==> config.mk <==
export PLATFORM = sky130hd
export DESIGN_NAME = hpdcache_mshr_sched_flat
export DESIGN_NICKNAME = d
export VERILOG_FILES = /design/src/rtl/hpdcache_mshr_sched_if.sv /design/src/rtl/hpdcache_mshr_sched.sv /design/src/flat_wrapper.sv
export SDC_FILE = /design/constraint.sdc
export NUM_CORES = 1
export LEC_CHECK = 0
export ABC_AREA = 0
export BUFFER_PORTS_ARGS = -buffer_cell sky130_fd_sc_hd__buf_2
export CAP_MARGIN = 20
export CELL_PAD_IN_SITES_DETAIL_PLACEMENT = 0
export CELL_PAD_IN_SITES_GLOBAL_PLACEMENT = 2
export CORE_MARGIN = 3
export CORE_UTILIZATION = 28
export CTS_BUF_LIST = sky130_fd_sc_hd__clkbuf_16
export CTS_CLUSTER_DIAMETER = 200
export DETAILED_ROUTE_END_ITERATION = 10
export PLACE_DENSITY_LB_ADDON = 0.12
export SLEW_MARGIN = 20
export SYNTH_ARGS = -nofsm -noshare
export SYNTH_HDL_FRONTEND = slang
export SYNTH_SLANG_ARGS = --single-unit
==> constraint.sdc <==
create_clock -name clk_i -period 2.2 [get_ports clk_i]
set_clock_uncertainty 0.1 [all_clocks]
set_input_delay 0.33 -clock clk_i [delete_from_list [all_inputs] [get_ports clk_i]]
set_output_delay 0.33 -clock clk_i [all_outputs]
set_load 0.01 [all_outputs]
==> src/rtl/hpdcache_mshr_sched_if.sv <==
// Purpose: bundles miss, refill-ack and MSHR command/result signals of the MSHR scheduler.
// Latency: none, wiring only.
// Backpressure: carries miss/ack valid-ready pairs; the MSHR side has no backpressure.
interface hpdcache_mshr_sched_if #(
  parameter int unsigned SetWidth     = 6,
  parameter int unsigned TagWidth     = 20,
  parameter int unsigned MshrSetWidth = 1,
  parameter int unsigned MshrWayWidth = 2,
  parameter int unsigned PayloadWidth = 16
);
  // miss requester
  logic                          miss_valid_i;
  logic                          miss_ready_o;
  logic [SetWidth-1:0]           miss_set_i;
  logic [TagWidth-1:0]           miss_tag_i;
  logic [PayloadWidth-1:0]       miss_payload_i;
  logic                          miss_rsp_valid_o;
  logic [1:0]                    miss_rsp_status_o;
  logic [MshrWayWidth-1:0]       miss_rsp_way_o;
  // refill ack requester
  logic                          ack_valid_i;
  logic                          ack_ready_o;
  logic [MshrSetWidth-1:0]       ack_set_i;
  logic [MshrWayWidth-1:0]       ack_way_i;
  logic                          ack_rsp_valid_o;
  // MSHR command / result
  logic                          mshr_check_o;
  logic [SetWidth-1:0]           mshr_check_set_o;
  logic [TagWidth-1:0]           mshr_check_tag_o;
  logic                          mshr_hit_i;
  logic                          mshr_alloc_full_i;
  logic [MshrWayWidth-1:0]       mshr_alloc_way_i;
  logic                          mshr_alloc_o;
  logic                          mshr_alloc_cs_o;
  logic [SetWidth+TagWidth-1:0]  mshr_alloc_nline_o;
  logic [PayloadWidth-1:0]       mshr_alloc_payload_o;
  logic                          mshr_ack_o;
  logic                          mshr_ack_cs_o;
  logic [MshrSetWidth-1:0]       mshr_ack_set_o;
  logic [MshrWayWidth-1:0]       mshr_ack_way_o;
  logic                          busy_o;

  // requesters and MSHR model drive the inputs, observe the outputs
  modport master (
    output miss_valid_i, miss_set_i, miss_tag_i, miss_payload_i,
    output ack_valid_i, ack_set_i, ack_way_i,
    output mshr_hit_i, mshr_alloc_full_i, mshr_alloc_way_i,
    input  miss_ready_o, miss_rsp_valid_o, miss_rsp_status_o, miss_rsp_way_o,
    input  ack_ready_o, ack_rsp_valid_o,
    input  mshr_check_o, mshr_check_set_o, mshr_check_tag_o,
    input  mshr_alloc_o, mshr_alloc_cs_o, mshr_alloc_nline_o, mshr_alloc_payload_o,
    input  mshr_ack_o, mshr_ack_cs_o, mshr_ack_set_o, mshr_ack_way_o,
    input  busy_o
  );

  // the scheduler
  modport slave (
    input  miss_valid_i, miss_set_i, miss_tag_i, miss_payload_i,
    input  ack_valid_i, ack_set_i, ack_way_i,
    input  mshr_hit_i, mshr_alloc_full_i, mshr_alloc_way_i,
    output miss_ready_o, miss_rsp_valid_o, miss_rsp_status_o, miss_rsp_way_o,
    output ack_ready_o, ack_rsp_valid_o,
    output mshr_check_o, mshr_check_set_o, mshr_check_tag_o,
    output mshr_alloc_o, mshr_alloc_cs_o, mshr_alloc_nline_o, mshr_alloc_payload_o,
    output mshr_ack_o, mshr_ack_cs_o, mshr_ack_set_o, mshr_ack_way_o,
    output busy_o
  );
endinterface

==> src/rtl/hpdcache_mshr_sched.sv <==
// Purpose: serialises miss check/alloc and refill ack commands onto the single MSHR command port.
// Latency: miss check at accept cycle, outcome/alloc 1 cycle later; ack cmd at accept, ack rsp 1 cycle later.
// Backpressure: miss_ready/ack_ready drop while evaluating or when the other requester wins; ack starvation bounded.
module hpdcache_mshr_sched #(
  parameter int unsigned SetWidth     = 6,
  parameter int unsigned TagWidth     = 20,
  parameter int unsigned MshrSetWidth = 1,
  parameter int unsigned MshrWayWidth = 2,
  parameter int unsigned PayloadWidth = 16,
  parameter int unsigned AckStarveMax = 4
) (
  input logic                   clk_i,
  input logic                   rst_ni,
  hpdcache_mshr_sched_if.slave  bus
);
  localparam int unsigned StarveW = $clog2(AckStarveMax + 1);
  localparam logic [StarveW-1:0] StarveMaxV = StarveW'(AckStarveMax);

  localparam logic [1:0] StAlloc = 2'b00;
  localparam logic [1:0] StHit   = 2'b01;
  localparam logic [1:0] StFull  = 2'b10;

  typedef enum logic {IDLE, EVAL} state_e;

  state_e                  state_q;
  logic [StarveW-1:0]      starve_q;
  logic [SetWidth-1:0]     set_q;
  logic [TagWidth-1:0]     tag_q;
  logic [PayloadWidth-1:0] payload_q;
  logic                    ack_rsp_q;

  logic in_idle;
  logic in_eval;
  logic ack_wins;
  logic miss_acc;
  logic ack_acc;
  logic do_alloc;

  // Outputs are qualified by rst_ni so every output reads 0 while reset is held,
  // including mid-EVAL where this suppresses the response and the alloc.
  assign in_idle  = rst_ni && (state_q == IDLE);
  assign in_eval  = rst_ni && (state_q == EVAL);
  assign ack_wins = bus.ack_valid_i && (!bus.miss_valid_i || (starve_q == StarveMaxV));
  assign miss_acc = bus.miss_valid_i && bus.miss_ready_o;
  assign ack_acc  = bus.ack_valid_i && bus.ack_ready_o;
  assign do_alloc = in_eval && !bus.mshr_hit_i && !bus.mshr_alloc_full_i;

  assign bus.miss_ready_o    = in_idle && !ack_wins;
  assign bus.ack_ready_o     = in_idle && (ack_wins || !bus.miss_valid_i);
  assign bus.ack_rsp_valid_o = ack_rsp_q;
  assign bus.busy_o          = in_eval;

  // Command and response decode: check/ack only from IDLE, alloc/outcome only from EVAL,
  // so check/alloc and ack can never coincide.
  always_comb begin
    bus.mshr_check_o         = miss_acc;
    bus.mshr_check_set_o     = '0;
    bus.mshr_check_tag_o     = '0;
    bus.mshr_alloc_o         = do_alloc;
    bus.mshr_alloc_cs_o      = do_alloc;
    bus.mshr_alloc_nline_o   = '0;
    bus.mshr_alloc_payload_o = '0;
    bus.mshr_ack_o           = ack_acc;
    bus.mshr_ack_cs_o        = ack_acc;
    bus.mshr_ack_set_o       = '0;
    bus.mshr_ack_way_o       = '0;
    bus.miss_rsp_valid_o     = in_eval;
    bus.miss_rsp_status_o    = StAlloc;
    bus.miss_rsp_way_o       = '0;
    if (rst_ni) begin
      bus.mshr_ack_set_o = bus.ack_set_i;
      bus.mshr_ack_way_o = bus.ack_way_i;
    end
    if (in_idle) begin
      bus.mshr_check_set_o = bus.miss_set_i;
      bus.mshr_check_tag_o = bus.miss_tag_i;
    end
    if (in_eval) begin
      // the MSHR compares the latched tag during this cycle
      bus.mshr_check_set_o = set_q;
      bus.mshr_check_tag_o = tag_q;
      if (bus.mshr_hit_i) begin
        bus.miss_rsp_status_o = StHit;
      end else if (bus.mshr_alloc_full_i) begin
        bus.miss_rsp_status_o = StFull;
      end else begin
        bus.miss_rsp_status_o    = StAlloc;
        bus.miss_rsp_way_o       = bus.mshr_alloc_way_i;
        bus.mshr_alloc_nline_o   = {tag_q, set_q};
        bus.mshr_alloc_payload_o = payload_q;
      end
    end
  end

  // FSM, miss latch, ack response strobe and ack starvation counter.
  always_ff @(posedge clk_i or negedge rst_ni) begin
    if (!rst_ni) begin
      state_q   <= IDLE;
      starve_q  <= '0;
      set_q     <= '0;
      tag_q     <= '0;
      payload_q <= '0;
      ack_rsp_q <= 1'b0;
    end else begin
      ack_rsp_q <= ack_acc;

      if (bus.ack_valid_i && !ack_acc) begin
        if (starve_q != StarveMaxV) begin
          starve_q <= starve_q + 1'b1;
        end
      end else begin
        starve_q <= '0;
      end

      case (state_q)
        IDLE: begin
          if (miss_acc) begin
            set_q     <= bus.miss_set_i;
            tag_q     <= bus.miss_tag_i;
            payload_q <= bus.miss_payload_i;
            state_q   <= EVAL;
          end
        end
        EVAL: state_q <= IDLE;
        default: state_q <= IDLE;
      endcase
    end
  end
endmodule

==> src/flat_wrapper.sv <==
// flat-port wrapper written by rule: the top's interface ports become plain ports
module hpdcache_mshr_sched_flat 
#(
  parameter int unsigned SetWidth     = 6,
  parameter int unsigned TagWidth     = 20,
  parameter int unsigned MshrSetWidth = 1,
  parameter int unsigned MshrWayWidth = 2,
  parameter int unsigned PayloadWidth = 16,
  parameter int unsigned AckStarveMax = 4
)
  (clk_i, rst_ni, bus_miss_valid_i, bus_miss_set_i, bus_miss_tag_i, bus_miss_payload_i, bus_ack_valid_i, bus_ack_set_i, bus_ack_way_i, bus_mshr_hit_i, bus_mshr_alloc_full_i, bus_mshr_alloc_way_i, bus_miss_ready_o, bus_miss_rsp_valid_o, bus_miss_rsp_status_o, bus_miss_rsp_way_o, bus_ack_ready_o, bus_ack_rsp_valid_o, bus_mshr_check_o, bus_mshr_check_set_o, bus_mshr_check_tag_o, bus_mshr_alloc_o, bus_mshr_alloc_cs_o, bus_mshr_alloc_nline_o, bus_mshr_alloc_payload_o, bus_mshr_ack_o, bus_mshr_ack_cs_o, bus_mshr_ack_set_o, bus_mshr_ack_way_o, bus_busy_o);
  hpdcache_mshr_sched_if #(.SetWidth(SetWidth), .TagWidth(TagWidth), .MshrSetWidth(MshrSetWidth), .MshrWayWidth(MshrWayWidth), .PayloadWidth(PayloadWidth)) bus_i ();
  input logic clk_i;
  input logic rst_ni;
  input wire logic [$bits(bus_i.miss_valid_i)-1:0] bus_miss_valid_i;
  input wire logic [$bits(bus_i.miss_set_i)-1:0] bus_miss_set_i;
  input wire logic [$bits(bus_i.miss_tag_i)-1:0] bus_miss_tag_i;
  input wire logic [$bits(bus_i.miss_payload_i)-1:0] bus_miss_payload_i;
  input wire logic [$bits(bus_i.ack_valid_i)-1:0] bus_ack_valid_i;
  input wire logic [$bits(bus_i.ack_set_i)-1:0] bus_ack_set_i;
  input wire logic [$bits(bus_i.ack_way_i)-1:0] bus_ack_way_i;
  input wire logic [$bits(bus_i.mshr_hit_i)-1:0] bus_mshr_hit_i;
  input wire logic [$bits(bus_i.mshr_alloc_full_i)-1:0] bus_mshr_alloc_full_i;
  input wire logic [$bits(bus_i.mshr_alloc_way_i)-1:0] bus_mshr_alloc_way_i;
  output wire logic [$bits(bus_i.miss_ready_o)-1:0] bus_miss_ready_o;
  output wire logic [$bits(bus_i.miss_rsp_valid_o)-1:0] bus_miss_rsp_valid_o;
  output wire logic [$bits(bus_i.miss_rsp_status_o)-1:0] bus_miss_rsp_status_o;
  output wire logic [$bits(bus_i.miss_rsp_way_o)-1:0] bus_miss_rsp_way_o;
  output wire logic [$bits(bus_i.ack_ready_o)-1:0] bus_ack_ready_o;
  output wire logic [$bits(bus_i.ack_rsp_valid_o)-1:0] bus_ack_rsp_valid_o;
  output wire logic [$bits(bus_i.mshr_check_o)-1:0] bus_mshr_check_o;
  output wire logic [$bits(bus_i.mshr_check_set_o)-1:0] bus_mshr_check_set_o;
  output wire logic [$bits(bus_i.mshr_check_tag_o)-1:0] bus_mshr_check_tag_o;
  output wire logic [$bits(bus_i.mshr_alloc_o)-1:0] bus_mshr_alloc_o;
  output wire logic [$bits(bus_i.mshr_alloc_cs_o)-1:0] bus_mshr_alloc_cs_o;
  output wire logic [$bits(bus_i.mshr_alloc_nline_o)-1:0] bus_mshr_alloc_nline_o;
  output wire logic [$bits(bus_i.mshr_alloc_payload_o)-1:0] bus_mshr_alloc_payload_o;
  output wire logic [$bits(bus_i.mshr_ack_o)-1:0] bus_mshr_ack_o;
  output wire logic [$bits(bus_i.mshr_ack_cs_o)-1:0] bus_mshr_ack_cs_o;
  output wire logic [$bits(bus_i.mshr_ack_set_o)-1:0] bus_mshr_ack_set_o;
  output wire logic [$bits(bus_i.mshr_ack_way_o)-1:0] bus_mshr_ack_way_o;
  output wire logic [$bits(bus_i.busy_o)-1:0] bus_busy_o;
  assign bus_i.miss_valid_i = bus_miss_valid_i;
  assign bus_i.miss_set_i = bus_miss_set_i;
  assign bus_i.miss_tag_i = bus_miss_tag_i;
  assign bus_i.miss_payload_i = bus_miss_payload_i;
  assign bus_i.ack_valid_i = bus_ack_valid_i;
  assign bus_i.ack_set_i = bus_ack_set_i;
  assign bus_i.ack_way_i = bus_ack_way_i;
  assign bus_i.mshr_hit_i = bus_mshr_hit_i;
  assign bus_i.mshr_alloc_full_i = bus_mshr_alloc_full_i;
  assign bus_i.mshr_alloc_way_i = bus_mshr_alloc_way_i;
  assign bus_miss_ready_o = bus_i.miss_ready_o;
  assign bus_miss_rsp_valid_o = bus_i.miss_rsp_valid_o;
  assign bus_miss_rsp_status_o = bus_i.miss_rsp_status_o;
  assign bus_miss_rsp_way_o = bus_i.miss_rsp_way_o;
  assign bus_ack_ready_o = bus_i.ack_ready_o;
  assign bus_ack_rsp_valid_o = bus_i.ack_rsp_valid_o;
  assign bus_mshr_check_o = bus_i.mshr_check_o;
  assign bus_mshr_check_set_o = bus_i.mshr_check_set_o;
  assign bus_mshr_check_tag_o = bus_i.mshr_check_tag_o;
  assign bus_mshr_alloc_o = bus_i.mshr_alloc_o;
  assign bus_mshr_alloc_cs_o = bus_i.mshr_alloc_cs_o;
  assign bus_mshr_alloc_nline_o = bus_i.mshr_alloc_nline_o;
  assign bus_mshr_alloc_payload_o = bus_i.mshr_alloc_payload_o;
  assign bus_mshr_ack_o = bus_i.mshr_ack_o;
  assign bus_mshr_ack_cs_o = bus_i.mshr_ack_cs_o;
  assign bus_mshr_ack_set_o = bus_i.mshr_ack_set_o;
  assign bus_mshr_ack_way_o = bus_i.mshr_ack_way_o;
  assign bus_busy_o = bus_i.busy_o;
  hpdcache_mshr_sched #(.SetWidth(SetWidth), .TagWidth(TagWidth), .MshrSetWidth(MshrSetWidth), .MshrWayWidth(MshrWayWidth), .PayloadWidth(PayloadWidth), .AckStarveMax(AckStarveMax)) u_core (.clk_i(clk_i), .rst_ni(rst_ni), .bus(bus_i));
endmodule
==> impl_metrics.tcl <==
set metrics [dict create \
    cts_hold_buf 0 \
    fin_util_pct 39.0 \
    rows 36 \
    track_usage_pct 12.6 \
    ir_worst_vdd_mv 0.263 \
    numCtsBuffers 5 \
    hold_path_class "input pin to asynchronous set/reset pin" \
    grt_pass1_vias 2109 \
    layout.nets 427 \
    seqPwrFrac_pct 43.6 \
    sw_frac_of_total_pct 25.7 \
    viasPerCell 4.26 \
    synth_edf_count 0 \
    clockBufferDepth 2 \
    port_buffers 137 \
    p_sw_uw 660 \
    num_io_pins 138 \
    synth_area_leaders "dfrtp_1 (41%), mux2_4 (21%), and2_1 (10%), mux2i_1 (9.1%), nor2b_1 (5.7%)" \
    outcome "finished clean" \
    startpoint_type "flop" \
    combPwrFrac_pct 22.6 \
    ant_nets 0 \
    arrival_ns 1.66 \
    overflow 0 \
    route.detailed.drc 0 \
    gp_routability_congestion 0.698 \
    finalCritPeriodShare_pct 94.8 \
    r2r_start "u_core.starve_q[0]$_DFFE_PN0P_" \
    relSlewSlack_pct 69.9 \
    crit_required_ns 1.77 \
    wl_mm 7.42 \
    final_area_um2 3850 \
    cts_tree "built" \
    grt_max_degree 47 \
    num_vias 2157 \
    antennaDiodeCount 0 \
    min_period_ns 2.09 \
    synth_ff_type "dfrtp_1" \
    clk_pin_slew_ns 0.06 \
    syn_inst 236 \
    cts-root-buf "clkbuf_16" \
    core-area_um2 9860 \
    worstSetupStartpoint "u_core.starve_q[0]$_DFFE_PN0P_" \
    htree_levels 2 \
    cp_max_fo 11 \
    die_x_um 107 \
    maxCapViolCount 0 \
    syn_nets 291 \
    yosysUniqueCellTypes 29 \
    stdcell_count 506 \
    antenna_found_initial 0 \
    p_clk_share_pct 33.8 \
    syn_avg_cell_area_um2 12.1 \
    leakagePower_nw 2.03 \
    hold_viol 0 \
    drv_slew 0 \
    worst_slew_pin_slew_ns 0.451 \
    dieHeight_um 107 \
    dpl_cell_area_um2 3650 \
    cellPowerDensity_nw_per_um2 666 \
    rsz0062_at_grt "false" \
    post-synth-top-area-cell "dfrtp_1" \
    synthArstFlopShare_pct 100 \
    max_freq_mhz 479 \
    cts.sinks 47 \
    critPathTopFamily "flip-flops" \
    dp_hpwl_mm 5.28 \
    wire_per_inst_um 14.7 \
    worst_path_max_delay_cell "dfrtp_1" \
    netlist_top_cells_count "and2_1 (47), dfrtp_1 (47), mux2_4 (39)" \
    die_area_um2 11400 \
    yosysWarnings 0 \
    placed_cells 496 \
    drive_gt1_share_pct 53.9 \
    drt_iter0_drc 37 \
    ys_seq_elements 47 \
    p_int_mw 1.91 \
    setup_violations 0 \
    yosysSeqAreaShare_pct 41.2 \
    cp_cell_sequence "inv_1 > ha_1 > nand3_2 > and3_4 > buf_12 > buf_2" \
    critPathCaptureType "output pin" \
    tns_ns 0 \
    worst-path-buf-inv 3 \
    worstSkewPairLatency_ns 0.28 \
    crit_type "flop to output pin" \
    start_util_pct 28.9 \
    slowest_delay_ns 0.39 \
    grt_first_pass_wirelength_mm 11.3 \
    netlist_area_um2 2850 \
    drt_first_pass_iters 4 \
    synth_top_cell_area_share_pct 41.2 \
    area_growth_pct 34.9 \
]
power by group through the flow:
stage | registers, mW | clock network, mW | logic [mW]
floorplan | 1.10 | 0 | 0.420
global placement | 1.14 | 0 | 0.576
detailed placement | 1.14 | 0 | 0.582
CTS | 1.12 | 0.905 | 0.582
global route | 1.14 | 0.933 | 0.632
finish | 1.12 | 0.868 | 0.580
worst register-to-register path: stages, from the launching register on:
cell	delay (ns)
dfrtp_1	0.39
inv_1	0.06
ha_1	0.26
nand3_2	0.10
and3_4	0.26
buf_12	0.22
mux2_2	0.35
metal layers:
metal / wire (um) / share of wire, % / global-route usage, % / vias up
met5: 0 / 0 / 0 / -
met4: 68 / 0.92 / 3.29 / 0
met3: 535 / 7.2 / 3.49 / 7
met1: 3170 / 43 / 16.0 / 1015
met2: 3650 / 49 / 21.2 / 77
li1: - / - / - / 1058
layout by cell type, fill, tap and decap left out:
cell       Yosys  routed
nor3b_1        1       1
nor2b_1       26      26
xnor2_1        1       1
and3_2         1       1
and2b_1        1       1
nor2_1         3       3
inv_1          3       3
nor3_4         0       1
mux2_2         3       3
and3_1         2       2
clkinv_1       0       1
buf_2          4     137
ha_1           2       2
dfrtp_2        0       1
nand2_1        5       5
clkinv_2       0       1
mux2_4        39      39
buf_4          3       6
nand3_2        1       1
and2_1        47      47
a21boi_0       1       1
nor3_1         1       1
bufinv_16      0       1
buf_12         4       3
nand3_1        1       1
dfrtp_1       47      46
nand2b_1       1       1
o21ai_0        1       1
a21oi_1        3       3
mux2i_1       26      26
and3_4         1       1
clkbuf_16      0       6
registers in the layout (all words and copies together) (netlist names):
register,count
u_core.set_q,6
u_core.tag_q,20
u_core.payload_q,16
u_core.state_q,1
u_core.starve_q,3
u_core.bus.ack_rsp_valid_o,1
metrics by stage:
step | power [mW] | setup WS, ns | hold slack (ns)
global route | 2.71 | 0.0269 | 0.0678
CTS | 2.61 | 0.0156 | 0.0338
floorplan | 1.52 | 0.487 | -0.0656
global placement | 1.71 | 0.378 | 0.338
detailed placement | 1.72 | 0.339 | 0.346
finish | 2.57 | 0.114 | 0.0191
path summary, 6_finish.rpt:
path,endpoint,slack [ns],cells past startpoint
worst max-delay path,bus_mshr_check_o,0.11,6
worst min-delay path,u_core.set_q[5]$_DFFE_PN0P_,0.02,2
worst max register to register,u_core.set_q[5]$_DFFE_PN0P_,0.36,6
worst min register to register,u_core.payload_q[14]$_DFFE_PN0P_,0.40,1
max in group asynchronous,u_core.set_q[4]$_DFFE_PN0P_,1.63,2
min in group clk_i,u_core.payload_q[11]$_DFFE_PN0P_,0.17,2
cell families (layout without fill, tap and decap cells):
group                      after synthesis  after routing  share of synthesized area (%)
DFF                                     47             47                           41.2
buffers and inverters                   21            158                           5.87
muxes                                   68             68                           30.8
xor gates and xnor gates                 1              1                          0.307
AOI/OAI and AO/OA                        5              5                          0.964
and+or+nand+nor                         92             92                           19.9
adders and majority gates                2              2                          0.877
timing repair:
item | in CTS | in global routing
gates resized for setup | 0 | 0
setup endpoints to repair | 0 | 42
buffers inserted | 0 | 1
layout make-up:
cell class,instances,area (um^2)
tap,133,166
multi-input combinational,168,1520
timing repair buffer,147,816
sequential,47,1180
fill,1016,6010
clock inverter,3,38.8
clock buffer,5,125
inverter,3,11.3
Power figures use the tool's default switching activity.
